**config.mk**
```make
export PLATFORM = sky130hd
export DESIGN_NAME = host_multi_queue_schedule_flat
export DESIGN_NICKNAME = d
export VERILOG_FILES = /design/src/rtl/host_multi_queue_schedule_pkg.sv /design/src/rtl/host_multi_queue_schedule_if.sv /design/src/rtl/hms_desc_fifo.sv /design/src/rtl/host_multi_queue_schedule.sv /design/src/flat_wrapper.sv
export SDC_FILE = /design/constraint.sdc
export NUM_CORES = 1
export LEC_CHECK = 0
export ABC_AREA = 1
export BUFFER_PORTS_ARGS = -buffer_cell sky130_fd_sc_hd__buf_2
export CORE_MARGIN = 5
export CORE_UTILIZATION = 56
export DETAILED_ROUTE_END_ITERATION = 10
export PLACE_DENSITY = 0.75
export SYNTH_ARGS = -nofsm -noshare
export SYNTH_HDL_FRONTEND = slang
export SYNTH_SLANG_ARGS = --single-unit
```
**constraint.sdc**
```tcl
create_clock -name i_clk -period 3.45 [get_ports i_clk]
set_input_delay 0.1725 -clock i_clk [delete_from_list [all_inputs] [get_ports i_clk]]
set_output_delay 0.1725 -clock i_clk [all_outputs]
set_load 0.05 [all_outputs]
```
**src/rtl/host_multi_queue_schedule_pkg.sv**
```systemverilog
// Shared definitions for the host multi-queue scheduler: default widths,
// FSM state encodings and arbitration mode encodings.
package host_multi_queue_schedule_pkg;

  localparam int HMS_DESC_W_DEF = 13;

  typedef enum logic [1:0] {
    HMS_IDLE   = 2'd0,
    HMS_NTS_RD = 2'd1,
    HMS_HOLD   = 2'd2
  } hms_state_e;

  localparam logic HMS_MODE_SP = 1'b0;
  localparam logic HMS_MODE_RR = 1'b1;

endpackage

```
**src/rtl/host_multi_queue_schedule_if.sv**
```systemverilog
// Descriptor enqueue / TS request / host_tx issue bundle of the scheduler.
// master = upstream + host_tx side, slave = the scheduler itself.
interface host_multi_queue_schedule_if #(
  parameter int DESC_W        = host_multi_queue_schedule_pkg::HMS_DESC_W_DEF,
  parameter int NUM_NTS_QUEUE = 4,
  parameter int QID_W         = 3
);

  logic                     iv_sched_mode;
  logic [DESC_W-1:0]        iv_nts_descriptor;
  logic [QID_W-1:0]         iv_nts_queue_id;
  logic                     i_nts_descriptor_wr;
  logic [DESC_W-1:0]        iv_ts_descriptor;
  logic                     i_ts_descriptor_wr;
  logic                     o_ts_descriptor_ack;
  logic                     i_host_outport_free;
  logic [DESC_W-1:0]        ov_descriptor;
  logic                     o_descriptor_wr;
  logic [NUM_NTS_QUEUE-1:0] ov_queue_empty;
  logic [NUM_NTS_QUEUE-1:0] ov_queue_full;
  logic                     o_nts_discard_pulse;
  logic [1:0]               hms_state;

  modport master (
    output iv_sched_mode, iv_nts_descriptor, iv_nts_queue_id, i_nts_descriptor_wr,
    output iv_ts_descriptor, i_ts_descriptor_wr, i_host_outport_free,
    input  o_ts_descriptor_ack, ov_descriptor, o_descriptor_wr,
    input  ov_queue_empty, ov_queue_full, o_nts_discard_pulse, hms_state
  );

  modport slave (
    input  iv_sched_mode, iv_nts_descriptor, iv_nts_queue_id, i_nts_descriptor_wr,
    input  iv_ts_descriptor, i_ts_descriptor_wr, i_host_outport_free,
    output o_ts_descriptor_ack, ov_descriptor, o_descriptor_wr,
    output ov_queue_empty, ov_queue_full, o_nts_discard_pulse, hms_state
  );

endinterface

```
**src/rtl/hms_desc_fifo.sv**
```systemverilog
// Single-clock descriptor FIFO with registered RAM read and registered
// empty/full flags that reflect the occupancy after each edge.
module hms_desc_fifo #(
  parameter int DW = 13,
  parameter int AW = 4
) (
  input  logic          clk_i,
  input  logic          rst_n_i,
  input  logic          push_i,
  input  logic [DW-1:0] wr_data_i,
  input  logic          pop_i,
  output logic [DW-1:0] rd_data_o,
  output logic          empty_o,
  output logic          full_o
);

  localparam int DEPTH = 2 ** AW;

  logic [DW-1:0] mem_q [DEPTH];
  logic [DW-1:0] rd_data_q;
  logic [AW-1:0] wr_ptr_q, wr_ptr_d, rd_ptr_q, rd_ptr_d;
  logic [AW:0]   count_q, count_d;
  logic          empty_q, empty_d, full_q, full_d;
  logic          do_push, do_pop;

  // Full is judged on the pre-edge flag, so a same-cycle pop never rescues a push.
  assign do_push = push_i && !full_q;
  assign do_pop  = pop_i && !empty_q;

  always_comb begin
    wr_ptr_d = do_push ? wr_ptr_q + AW'(1) : wr_ptr_q;
    rd_ptr_d = do_pop  ? rd_ptr_q + AW'(1) : rd_ptr_q;
    case ({do_push, do_pop})
      2'b10:   count_d = count_q + (AW+1)'(1);
      2'b01:   count_d = count_q - (AW+1)'(1);
      default: count_d = count_q;
    endcase
    empty_d = (count_d == '0);
    full_d  = (count_d == (AW+1)'(DEPTH));
  end

  always_ff @(posedge clk_i or negedge rst_n_i) begin
    if (!rst_n_i) begin
      wr_ptr_q <= '0;
      rd_ptr_q <= '0;
      count_q  <= '0;
      empty_q  <= 1'b1;
      full_q   <= 1'b0;
    end else begin
      wr_ptr_q <= wr_ptr_d;
      rd_ptr_q <= rd_ptr_d;
      count_q  <= count_d;
      empty_q  <= empty_d;
      full_q   <= full_d;
    end
  end

  // Storage is left unreset so it maps onto block RAM; pointers alone define contents.
  always_ff @(posedge clk_i) begin
    if (do_push) mem_q[wr_ptr_q] <= wr_data_i;
    if (do_pop)  rd_data_q <= mem_q[rd_ptr_q];
  end

  assign rd_data_o = rd_data_q;
  assign empty_o   = empty_q;
  assign full_o    = full_q;

endmodule

```
**src/rtl/host_multi_queue_schedule.sv**
```systemverilog
// Host output scheduler: one TS descriptor stream plus NUM_NTS_QUEUE NTS FIFOs,
// arbitrated by strict priority or round-robin, one issue per host_tx free slot.
module host_multi_queue_schedule
  import host_multi_queue_schedule_pkg::*;
#(
  parameter int DESC_W        = HMS_DESC_W_DEF,
  parameter int NUM_NTS_QUEUE = 4,
  parameter int QID_W         = 3,
  parameter int FIFO_AW       = 4
) (
  input  logic                         i_clk,
  input  logic                         i_rst_n,
  host_multi_queue_schedule_if.slave   bus
);

  localparam int SEL_W = (NUM_NTS_QUEUE > 1) ? $clog2(NUM_NTS_QUEUE) : 1;

  hms_state_e               state_q, state_d;
  logic [NUM_NTS_QUEUE-1:0] empty_w, full_w, push_w, pop_w, nonempty_w;
  logic [DESC_W-1:0]        fifo_rdata_w [NUM_NTS_QUEUE];
  logic [DESC_W-1:0]        desc_q, desc_d;
  logic                     wr_q, wr_d, ack_q, ack_d, discard_q, discard_d;
  logic [SEL_W-1:0]         sel_q, sel_d, rr_q, rr_d, arb_start, arb_sel;

  // First non-empty queue at or after start, searching modulo NUM_NTS_QUEUE.
  function automatic logic [SEL_W-1:0] find_first(
    input logic [NUM_NTS_QUEUE-1:0] req,
    input logic [SEL_W-1:0]         start
  );
    logic [SEL_W-1:0] res;
    logic             found;
    int               idx;
    res   = '0;
    found = 1'b0;
    for (int i = 0; i < NUM_NTS_QUEUE; i++) begin
      idx = int'(start) + i;
      if (idx >= NUM_NTS_QUEUE) idx = idx - NUM_NTS_QUEUE;
      if (!found && req[SEL_W'(idx)]) begin
        res   = SEL_W'(idx);
        found = 1'b1;
      end
    end
    return res;
  endfunction

  function automatic logic [SEL_W-1:0] wrap_inc(input logic [SEL_W-1:0] sel);
    int n;
    n = int'(sel) + 1;
    return (n >= NUM_NTS_QUEUE) ? '0 : SEL_W'(n);
  endfunction

  for (genvar gi = 0; gi < NUM_NTS_QUEUE; gi++) begin : g_queue
    assign push_w[gi] = bus.i_nts_descriptor_wr &&
                        (bus.iv_nts_queue_id == QID_W'(gi)) && !full_w[gi];

    hms_desc_fifo #(
      .DW (DESC_W),
      .AW (FIFO_AW)
    ) u_fifo (
      .clk_i     (i_clk),
      .rst_n_i   (i_rst_n),
      .push_i    (push_w[gi]),
      .wr_data_i (bus.iv_nts_descriptor),
      .pop_i     (pop_w[gi]),
      .rd_data_o (fifo_rdata_w[gi]),
      .empty_o   (empty_w[gi]),
      .full_o    (full_w[gi])
    );
  end

  assign nonempty_w = ~empty_w;
  // Any strobe that no queue accepted (bad id or full target) is a drop.
  assign discard_d  = bus.i_nts_descriptor_wr && (push_w == '0);
  assign arb_start  = (bus.iv_sched_mode == HMS_MODE_SP) ? '0 : rr_q;
  assign arb_sel    = find_first(nonempty_w, arb_start);

  always_ff @(posedge i_clk or negedge i_rst_n) begin
    if (!i_rst_n) begin
      state_q   <= HMS_IDLE;
      desc_q    <= '0;
      wr_q      <= 1'b0;
      ack_q     <= 1'b0;
      discard_q <= 1'b0;
      sel_q     <= '0;
      rr_q      <= '0;
    end else begin
      state_q   <= state_d;
      desc_q    <= desc_d;
      wr_q      <= wr_d;
      ack_q     <= ack_d;
      discard_q <= discard_d;
      sel_q     <= sel_d;
      rr_q      <= rr_d;
    end
  end

  always_comb begin
    state_d = state_q;
    case (state_q)
      HMS_IDLE: begin
        if (bus.i_host_outport_free) begin
          if (bus.i_ts_descriptor_wr)  state_d = HMS_HOLD;
          else if (|nonempty_w)        state_d = HMS_NTS_RD;
        end
      end
      HMS_NTS_RD: state_d = HMS_HOLD;
      HMS_HOLD:   state_d = HMS_IDLE;
      default:    state_d = HMS_IDLE;
    endcase
  end

  always_comb begin
    desc_d = desc_q;
    wr_d   = 1'b0;
    ack_d  = 1'b0;
    pop_w  = '0;
    sel_d  = sel_q;
    rr_d   = rr_q;
    case (state_q)
      HMS_IDLE: begin
        if (bus.i_host_outport_free) begin
          if (bus.i_ts_descriptor_wr) begin
            desc_d = bus.iv_ts_descriptor;
            wr_d   = 1'b1;
            ack_d  = 1'b1;
          end else if (|nonempty_w) begin
            pop_w = NUM_NTS_QUEUE'(1) << arb_sel;
            sel_d = arb_sel;
            if (bus.iv_sched_mode == HMS_MODE_RR) rr_d = wrap_inc(arb_sel);
          end
        end
      end
      HMS_NTS_RD: begin
        desc_d = fifo_rdata_w[sel_q];
        wr_d   = 1'b1;
      end
      default: ;
    endcase
  end

  assign bus.ov_descriptor       = desc_q;
  assign bus.o_descriptor_wr     = wr_q;
  assign bus.o_ts_descriptor_ack = ack_q;
  assign bus.o_nts_discard_pulse = discard_q;
  assign bus.ov_queue_empty      = empty_w;
  assign bus.ov_queue_full       = full_w;
  assign bus.hms_state           = state_q;

endmodule

```
**src/flat_wrapper.sv**
```systemverilog
// flat-port wrapper written by rule: the top's interface ports become plain ports
module host_multi_queue_schedule_flat import host_multi_queue_schedule_pkg::*;
#(
  parameter int DESC_W        = HMS_DESC_W_DEF,
  parameter int NUM_NTS_QUEUE = 4,
  parameter int QID_W         = 3,
  parameter int FIFO_AW       = 4
)
  (i_clk, i_rst_n, bus_iv_sched_mode, bus_iv_nts_descriptor, bus_iv_nts_queue_id, bus_i_nts_descriptor_wr, bus_iv_ts_descriptor, bus_i_ts_descriptor_wr, bus_i_host_outport_free, bus_o_ts_descriptor_ack, bus_ov_descriptor, bus_o_descriptor_wr, bus_ov_queue_empty, bus_ov_queue_full, bus_o_nts_discard_pulse, bus_hms_state);
  host_multi_queue_schedule_if #(.DESC_W(DESC_W), .NUM_NTS_QUEUE(NUM_NTS_QUEUE), .QID_W(QID_W)) bus_i ();
  input  logic i_clk;
  input  logic i_rst_n;
  input wire logic [$bits(bus_i.iv_sched_mode)-1:0] bus_iv_sched_mode;
  input wire logic [$bits(bus_i.iv_nts_descriptor)-1:0] bus_iv_nts_descriptor;
  input wire logic [$bits(bus_i.iv_nts_queue_id)-1:0] bus_iv_nts_queue_id;
  input wire logic [$bits(bus_i.i_nts_descriptor_wr)-1:0] bus_i_nts_descriptor_wr;
  input wire logic [$bits(bus_i.iv_ts_descriptor)-1:0] bus_iv_ts_descriptor;
  input wire logic [$bits(bus_i.i_ts_descriptor_wr)-1:0] bus_i_ts_descriptor_wr;
  input wire logic [$bits(bus_i.i_host_outport_free)-1:0] bus_i_host_outport_free;
  output wire logic [$bits(bus_i.o_ts_descriptor_ack)-1:0] bus_o_ts_descriptor_ack;
  output wire logic [$bits(bus_i.ov_descriptor)-1:0] bus_ov_descriptor;
  output wire logic [$bits(bus_i.o_descriptor_wr)-1:0] bus_o_descriptor_wr;
  output wire logic [$bits(bus_i.ov_queue_empty)-1:0] bus_ov_queue_empty;
  output wire logic [$bits(bus_i.ov_queue_full)-1:0] bus_ov_queue_full;
  output wire logic [$bits(bus_i.o_nts_discard_pulse)-1:0] bus_o_nts_discard_pulse;
  output wire logic [$bits(bus_i.hms_state)-1:0] bus_hms_state;
  assign bus_i.iv_sched_mode = bus_iv_sched_mode;
  assign bus_i.iv_nts_descriptor = bus_iv_nts_descriptor;
  assign bus_i.iv_nts_queue_id = bus_iv_nts_queue_id;
  assign bus_i.i_nts_descriptor_wr = bus_i_nts_descriptor_wr;
  assign bus_i.iv_ts_descriptor = bus_iv_ts_descriptor;
  assign bus_i.i_ts_descriptor_wr = bus_i_ts_descriptor_wr;
  assign bus_i.i_host_outport_free = bus_i_host_outport_free;
  assign bus_o_ts_descriptor_ack = bus_i.o_ts_descriptor_ack;
  assign bus_ov_descriptor = bus_i.ov_descriptor;
  assign bus_o_descriptor_wr = bus_i.o_descriptor_wr;
  assign bus_ov_queue_empty = bus_i.ov_queue_empty;
  assign bus_ov_queue_full = bus_i.ov_queue_full;
  assign bus_o_nts_discard_pulse = bus_i.o_nts_discard_pulse;
  assign bus_hms_state = bus_i.hms_state;
  host_multi_queue_schedule #(.DESC_W(DESC_W), .NUM_NTS_QUEUE(NUM_NTS_QUEUE), .QID_W(QID_W), .FIFO_AW(FIFO_AW)) u_core (.i_clk(i_clk), .i_rst_n(i_rst_n), .bus(bus_i));
endmodule
```
==> summary.txt, run 1 <==
Run status
  • Status: completed

Placed design
  • DP Cell Count: 3,824
  • Placed cell areas: 40,600 sq um
  • Dpl hpwl: around 57,000 microns
  • Placer congestion estimate: 0.877
  • Dpl ws: 0.00103 ns
  • IO buf count: 60

Timing
  • Fin crit share: 0.951
  • Final Max Slew Viols: 0
  • Fmax: just over 0.3 GHz
  • Fin worst setup slack: about 0.17 ns
  • Final Hold Viols: 0
  • Layout Skew: 0.0265 ns
  • Final setup TNS: 0 ns
  • Tmin final: 3.28 ns
  • Worst Tran Pin Value: approximately 1.2 ns
  • Max_slew headroom: 0.202
  • Setup repair after global routing missed its margin: yes
  • Final-report setup violation count: 0

Yosys
  • Synth Area in Compound Gates: 0.107
  • Area leader, netlist: edfxtp_1
  • Mux contribution to synthesized area: 0.0196
  • Mapped Cells: 2,886
  • Synth Area in Adders: 0.0140
  • Largest family of logic cells by synthesized area: compound AO/OA/AOI/OAI gates
  • Share of flip-flops with an asynchronous set or reset: 0.0849
  • Top FF cell, synth: edfxtp_1
  • Post-synth EDFFs: 884
  • Yosys warns: 0
  • Post-synthesis xor/xnor area fraction: 0.00744
  • Mapped Avg Cell Area: 13.5 sq um
  • Synth Cell Area: a little under 40,000 sq um
  • Top-count cell post-synth: edfxtp_1
  • Synth cell types: 42
  • Synth area leaders: edfxtp_1 (68%), dfrtp_1 (5.0%), nor2_1 (4.4%), o21ai_0 (4.3%), o221ai_1 (2.6%)
  • Synth cell count leaders: edfxtp_1 (884), nor2_1 (459), o21ai_0 (334)
  • Net Count, Synth: 2,962
  • Synth Area in Simple Gates: 0.0876
  • Yosys top cell area share: 0.684
  • Seq/Total Area, Yosys: 0.737
  • Yosys reg bits: just under 1k

Layout
  • Fin nets: 3,081
  • Post-route insts no fill: 4,013
  • Area of the multi-input gates: 9220 sq um
  • FF+latch area: 28,600 sq um
  • Layout cell share with drive strength beyond 1: 0.124
  • Area delta synth->final: 12.9%
  • Layout fillers: 4,865
  • Fin area: 43,900 sq um

Setup path
  • Reg2reg start: u_core.g_queue[3].u_fifo.empty_o
  • Critical path type: reg -> reg
  • CP Buf/Inv Count: 1
  • Data required time at the worst endpoint: 3.96 ns
  • Worst path slowest cell: dfstp_2
  • Crit path max fanout: 8
  • R2R depth: 18
  • CP Launch Type: flip-flop
  • R2r endpoint: u_core.g_queue[1].u_fifo.full_o
  • CP cell instances: nand3_1 > nand3_1 > nand2_1 > nor2_2 > nand3_2 > nand2_4 > nand2_4 > nor2_1 > ha_4 > ha_1 > nand2_1 > inv_1 > o21ai_0 > nand3_1 > a31oi_1 > nor2_1 > nand2_1 > nor2_1
  • CP peak stage delay: 0.57 ns
  • Crit. End Element: flip-flop
  • Family with the most delay on the worst path: simple AND/OR/NAND/NOR gates
  • R2R setup slack: 0.17 ns
  • CP Data Arrival Time: 3.79 ns

Route
  • Iter 0 DRT Violations: around 3.1k
  • Via count: 25.0k
  • Avg WL per Cell: 23.9 microns
  • Vias per cell: 6.22
  • 1st-pass router iterations: 6
  • Remaining DRCs: 0
  • Routed wire length: 95,800 microns
  • Antenna-violating nets left: 0

Hold path
  • Hold Path End: u_core.g_queue[1].u_fifo.wr_ptr_q[0]
  • Worst hold stages: 4
  • Worst min-delay path startpoint: bus_iv_nts_queue_id[1]
  • Hold crit path type: in -> reg

Power
  • Net Sw Frac: 0.332
  • Pleak: about 15 nW
  • Clock share of power: 0.308
  • Power share of the sequential group: 0.429
  • Combinational share of power: 0.263
  • Max VDD drop: 0.604 mV
  • Int Pwr: 0.0221 W
  • Sw Pwr: 0.0110 W
  • Pwr Density: about 750 nW/um^2

Clocking
  • Clock net sink count: 966
  • Reg clk slew, reported paths: 0.06 ns
  • CTS Root Cell: clkbuf_16
  • Worst-skew pair later-pin latency: 0.65 ns
  • Post-CTS Setup Bufs: 0
  • H-Tree Level Count: 3
  • CTS max path bufs: 3
  • CTS tree: done
  • Total CTS buffers: 94

Floorplanning
  • Starting Density: 0.565
  • FP Rows: 96
  • Top Ports: 61
  • Die H: around 270 microns
  • Die area: 74,700 sq um
  • Core region area: 68,700 sq um
  • Die width: ~270 microns

Global routing
  • Overflow after GRT: 0
  • Initial antenna violation count: 0
  • First-pass GRT wire length: 144,000 microns
  • Overall routing resource usage: 0.251
  • Vias in the first global route: 24.4k
  • Largest net degree at the start of global routing: between 100 and 150

Run
  • Max Cap Viol: 0
[metrics by stage]
step	utilization	total power [W]	hold slack, ns
final	0.638	0.0330	0.0277
after global routing	0.638	0.0344	0.0592
after CTS	0.638	0.0330	0.0156
after detailed placement	0.591	0.0228	0.387
after global placement	0.591	0.0225	0.367
after floorplan	-	0.0199	-0.123
[cells by family after synthesis]
kind of cell / Yosys count
buffers and inverters: 266
multiplexers: 76
XOR/XNOR: 33
AO/OA/AOI/OAI: 668
flip-flops: 966
adder cells (fa/ha/maj): 41
AND/OR/NAND/NOR: 836
[placed cells by master, fill, tap and decap left out, types with 15 or more instances in the layout]
master         instances
a21oi_1               56
a221oi_1              15
buf_2                 59
buf_4                127
clkbuf_1              21
clkbuf_16             95
clkinv_2              22
dfrtp_1               71
dlygate4sd3_1         16
edfxtp_1             884
ha_1                  34
inv_1                 78
mux2i_1               75
nand2_1              247
nand3_1               76
nand4_1               16
nor2_1               458
o211ai_1              41
o21ai_0              332
o221ai_1             114
o22ai_1               65
o32ai_1               25
xor2_1                25
[repair_timing]
item                                    in CTS  in global routing
hold endpoints to repair                    77                  0
endpoints found under the setup margin       2                 14
gates resized for setup                      1                 10
hold buffers                                16                  0
pin swaps                                    0                  1
[power by group through the flow]
| stage | logic (W) | clock network [W] | registers, W |
|---|---|---|---|
| after floorplan | 0.00570 | 0 | 0.0142 |
| after global placement | 0.00814 | 0 | 0.0143 |
| after detailed placement | 0.00844 | 0 | 0.0144 |
| after CTS | 0.00855 | 0.0103 | 0.0141 |
| after global routing | 0.00936 | 0.0108 | 0.0142 |
| final | 0.00868 | 0.0102 | 0.0142 |
[worst min-delay path: cells and delay by family]
| family | cells | cell delay (ns) |
|---|---|---|
| buffers and inverters | 2 | 0.27 |
| xor gates and xnor gates | 1 | 0.13 |
| and+or+nand+nor | 1 | 0.04 |
[layer usage]
metal / up-vias / track usage / share of wire
met5: - / 0 / 0
met4: 0 / 0.0884 / 0.034
met1: 12304 / 0.352 / 0.39
li1: 10991 / - / -
met3: 203 / 0.0413 / 0.094
met2: 1460 / 0.406 / 0.48
[state kept, by name, indices dropped and copies added (netlist names)]
name                             count
u_core.rr_q                          2
u_core.g_queue.u_fifo.rd_ptr_q      16
u_core.bus.ov_descriptor            13
u_core.bus.o_descriptor_wr           1
u_core.g_queue.u_fifo.rd_data_o     52
u_core.g_queue.u_fifo.count_q       20
u_core.bus.o_ts_descriptor_ack       1
u_core.g_queue.u_fifo.full_o         4
u_core.g_queue.u_fifo.empty_o        4
u_core.sel_q                         2
u_core.bus.o_nts_discard_pulse       1
u_core.g_queue.u_fifo.mem_q        832
u_core.bus.hms_state                 2
u_core.g_queue.u_fifo.wr_ptr_q      16
[area by class of cell]
class	instances	area share
clock inverters	49	0.0120
diodes	2	0.000114
flip-flops and latches	966	0.653
multi-input cells	1654	0.210
inverters	84	0.00719
well taps	931	0.0266
clock buffers	122	0.0579
repair buffers	205	0.0335
[worst max path at each step]
| stage | start | endpoint | slack, ns | cells after the start |
|---|---|---|---|---|
| global placement | u_core.rr_q[0] | u_core.g_queue[1].u_fifo.full_o | 0.1 | 20 |
| CTS | u_core.rr_q[0] | u_core.g_queue[3].u_fifo.empty_o | 0.008 | 18 |
| floorplan | u_core.g_queue[3].u_fifo.empty_o | u_core.g_queue[3].u_fifo.full_o | 0.02 | 16 |
| global route | u_core.rr_q[0] | u_core.g_queue[1].u_fifo.full_o | -0.03 | 19 |
| finish | u_core.g_queue[3].u_fifo.empty_o | u_core.g_queue[1].u_fifo.full_o | 0.17 | 18 |
| detailed placement | u_core.rr_q[0] | u_core.g_queue[1].u_fifo.full_o | 0.001 | 17 |
Power figures use the tool's default switching activity.
==> run 2: changes to the inputs <==
Settings changed: MAX_ROUTING_LAYER from default to met4.
==> summary.txt, run 2 (same netlist as run 1, synthesis figures left out) <==
Run status
  • Status: completed (unchanged)

Route
  • Avg WL per Cell: 23.9 microns (about the same)
  • Vias per cell: 6.24 (was 6.22)
  • 1st-pass router iterations: 6 (unchanged)
  • Remaining DRCs: 0 (unchanged)
  • DR top layer: met4 (unchanged)
  • Routed wire length: 96,000 microns (was 95,800 microns)
  • Metal2 WL: 46,400 microns (was 46,200 microns)
  • Antenna-violating nets left: 0 (unchanged)
  • Met3 routed WL: 8910 microns (was 9020 microns)
  • Via count: 25.0k (about the same)
  • DRT met1 WL: 37,400 microns (was 37,300 microns)
  • Iter 0 DRT Violations: 3,184 (was 3,128)

Layout
  • Area of the multi-input gates: 9220 sq um (unchanged)
  • Area delta synth->final: 12.9% (about the same)
  • Most common cell after layout, fill and taps aside: edfxtp_1 (unchanged)
  • Largest register FFs: 832 (unchanged)
  • Post-route insts no fill: 4,011 (was 4,013)
  • Fin nets: 3,081 (unchanged)
  • Most frequent cells in the layout: edfxtp_1 (884), nor2_1 (458), o21ai_0 (332), nand2_1 (247), buf_4 (127) (unchanged)
  • Core Util, Final: 0.638 (about the same)
  • FF+latch area: 28,600 sq um (unchanged)
  • Layout fillers: 4,867 (was 4,865)
  • Layout cell share with drive strength beyond 1: 0.124 (unchanged)
  • Biggest register: u_core.g_queue.u_fifo.mem_q (unchanged)
  • Antenna diodes: 0 (was 2)

Power
  • Net Sw Frac: 0.332 (about the same)
  • Int Pwr: 0.0221 W (unchanged)
  • Sw Pwr: 0.0109 W (was 0.0110 W)
  • Power share of the sequential group: 0.429 (about the same)
  • Max VDD drop: 0.610 mV (was 0.604 mV)
  • Pwr Density: 753 nW/um^2 (about the same)
  • Pleak: 15.3 nW (unchanged)
  • Combinational share of power: 0.263 (about the same)
  • Clock share of power: 0.308 (about the same)

Timing
  • Layout Skew: 0.0235 ns (was 0.0265 ns)
  • Final-report setup violation count: 0 (unchanged)
  • Final Hold Viols: 0 (unchanged)
  • Worst Tran Pin Value: 1.21 ns (was 1.20 ns)
  • Final setup TNS: 0 ns (unchanged)
  • Fin crit share: 0.945 (was 0.951)
  • Final Max Slew Viols: 0 (unchanged)
  • Fin Hold WS: 0.0255 ns (was 0.0277 ns)
  • Tmin final: 3.26 ns (was 3.28 ns)
  • Setup repair after global routing missed its margin: yes (unchanged)
  • Max_slew headroom: 0.190 (was 0.202)
  • Fmax: 0.307 GHz (was 0.305 GHz)

Global routing
  • Initial antenna violation count: 0 (unchanged)
  • Overall routing resource usage: 0.259 (was 0.251)
  • First-pass GRT wire length: 144,000 microns (about the same)
  • Largest net degree at the start of global routing: 108 (unchanged)
  • Overflow after GRT: 0 (unchanged)
  • Vias in the first global route: 24.3k (was 24.4k)

Clocking
  • Clock net sink count: 966 (unchanged)
  • Reg clk slew, reported paths: 0.06 ns (about the same)
  • CTS tree: done (unchanged)
  • Worst-skew pair later-pin latency: 0.65 ns (about the same)
  • H-Tree Level Count: 3 (unchanged)
  • CTS Root Cell: clkbuf_16 (unchanged)
  • CTS max path bufs: 3 (unchanged)
  • Total CTS buffers: 94 (unchanged)

Setup path
  • Crit path max fanout: 8 (unchanged)
  • Worst path slowest cell: dfstp_2 (unchanged)
  • Data required time at the worst endpoint: 3.96 ns (about the same)
  • Family with the most delay on the worst path: simple AND/OR/NAND/NOR gates (unchanged)
  • Crit. End Element: flip-flop (unchanged)
  • R2R depth: 15 (was 18)
  • R2R setup slack: 0.19 ns (was 0.17 ns)
  • Reg2reg start: u_core.g_queue[3].u_fifo.empty_o (unchanged)
  • CP Buf/Inv Count: 0 (was 1)
  • R2r endpoint: u_core.g_queue[1].u_fifo.full_o (unchanged)
  • CP Data Arrival Time: 3.77 ns (was 3.79 ns)
  • Critical path type: reg -> reg (unchanged)
  • CP cell instances: nand3_1 > nand3_1 > nand2_1 > nor2_2 > nand3_2 > nand2_4 > nand2_4 > nor2_1 > ha_4 > ha_1 > a21oi_1 > o21bai_1 > o21ai_0 > xor2_1 > nor2_1 (was nand3_1 > nand3_1 > nand2_1 > nor2_2 > nand3_2 > nand2_4 > nand2_4 > nor2_1 > ha_4 > ha_1 > nand2_1 > inv_1 > o21ai_0 > nand3_1 > a31oi_1 > nor2_1 > nand2_1 > nor2_1)
  • CP Launch Type: flip-flop (unchanged)
  • CP peak stage delay: 0.56 ns (was 0.57 ns)

Placed design
  • DP Cell Count: 3,824 (unchanged)
  • IO buf count: 60 (unchanged)
  • Dpl hpwl: 57,500 microns (unchanged)
  • Placer congestion estimate: 0.891 (was 0.877)

Hold path
  • Hold Path End: u_core.g_queue[1].u_fifo.wr_ptr_q[0] (unchanged)
  • Hold crit path type: in -> reg (unchanged)
  • Worst min-delay path startpoint: bus_iv_nts_queue_id[1] (unchanged)
  • Worst hold stages: 4 (unchanged)

Floorplanning
  • Starting Density: 0.565 (unchanged)
  • Die width: 273 microns (unchanged)
  • Die H: 273 microns (unchanged)
  • Top Ports: 61 (unchanged)
  • Die area: 74,700 sq um (unchanged)
  • FP Rows: 96 (unchanged)
  • Core region area: 68,700 sq um (unchanged)

Run
  • Max Cap Viol: 0 (unchanged)
## run 2: repair_timing
| action | 4_1_cts | 5_1_grt |
|---|---|---|
| hold buffers | 16 | 0 |
| resized for setup | 1 | 10 |
| endpoints found under the hold margin | 77 | 0 |
| buffers inserted | 0 | 0 |
| endpoints found under the setup margin | 2 | 14 |
| pin swaps | 0 | 1 |
## run 2: worst max path at each step
stage                                           from  cells past startpoint  slack, ns                               end
floorplan           u_core.g_queue[3].u_fifo.empty_o                     16       0.02   u_core.g_queue[3].u_fifo.full_o
global route                          u_core.rr_q[0]                     19      -0.03   u_core.g_queue[1].u_fifo.full_o
global placement                      u_core.rr_q[0]                     20        0.1   u_core.g_queue[1].u_fifo.full_o
CTS                                   u_core.rr_q[0]                     18      0.008  u_core.g_queue[3].u_fifo.empty_o
finish              u_core.g_queue[3].u_fifo.empty_o                     15       0.19   u_core.g_queue[1].u_fifo.full_o
detailed placement                    u_core.rr_q[0]                     17      0.001   u_core.g_queue[1].u_fifo.full_o
## run 2: power by group through the flow
stage          Sequential (W)  Combinational [W]  Clock [W]
6_report               0.0142            0.00868     0.0102
5_1_grt                0.0142            0.00936     0.0108
4_1_cts                0.0141            0.00855     0.0103
3_5_place_dp           0.0144            0.00844          0
3_3_place_gp           0.0143            0.00814          0
2_1_floorplan          0.0142            0.00570          0
## run 2: routing by layer
metal / up-vias / track usage
met4: 0 / 0.0856
met5: - / -
met2: 1475 / 0.407
met1: 12356 / 0.354
li1: 10980 / -
met3: 208 / 0.0395
## run 2: worst reg2reg max path: cells and delay by family, from the launching register on
| kind | cells | cell delay, ns |
|---|---|---|
| flops | 1 | 0.56 |
| compound gates | 3 | 0.60 |
| fa+ha+maj | 2 | 0.51 |
| xor+xnor | 1 | 0.20 |
| simple gates | 9 | 1.26 |
## run 2: layout make-up
cell class | count | area share
sequential | 966 | 0.653
multi-input combinational | 1654 | 0.210
clock buffer | 122 | 0.0579
timing repair buffer | 205 | 0.0335
tap | 931 | 0.0266
clock inverter | 49 | 0.0120
inverter | 84 | 0.00719
## run 2: per-stage QoR
step | power (W) | worst slack (ns) | cell area [sq um]
after detailed placement | 0.0228 | 0.00103 | 40600
after CTS | 0.0330 | 0.00773 | 43800
after global placement | 0.0225 | 0.0981 | 40600
final | 0.0330 | 0.191 | 43800
after floorplan | 0.0199 | 0.0191 | 38800
after global routing | 0.0344 | -0.0316 | 43800
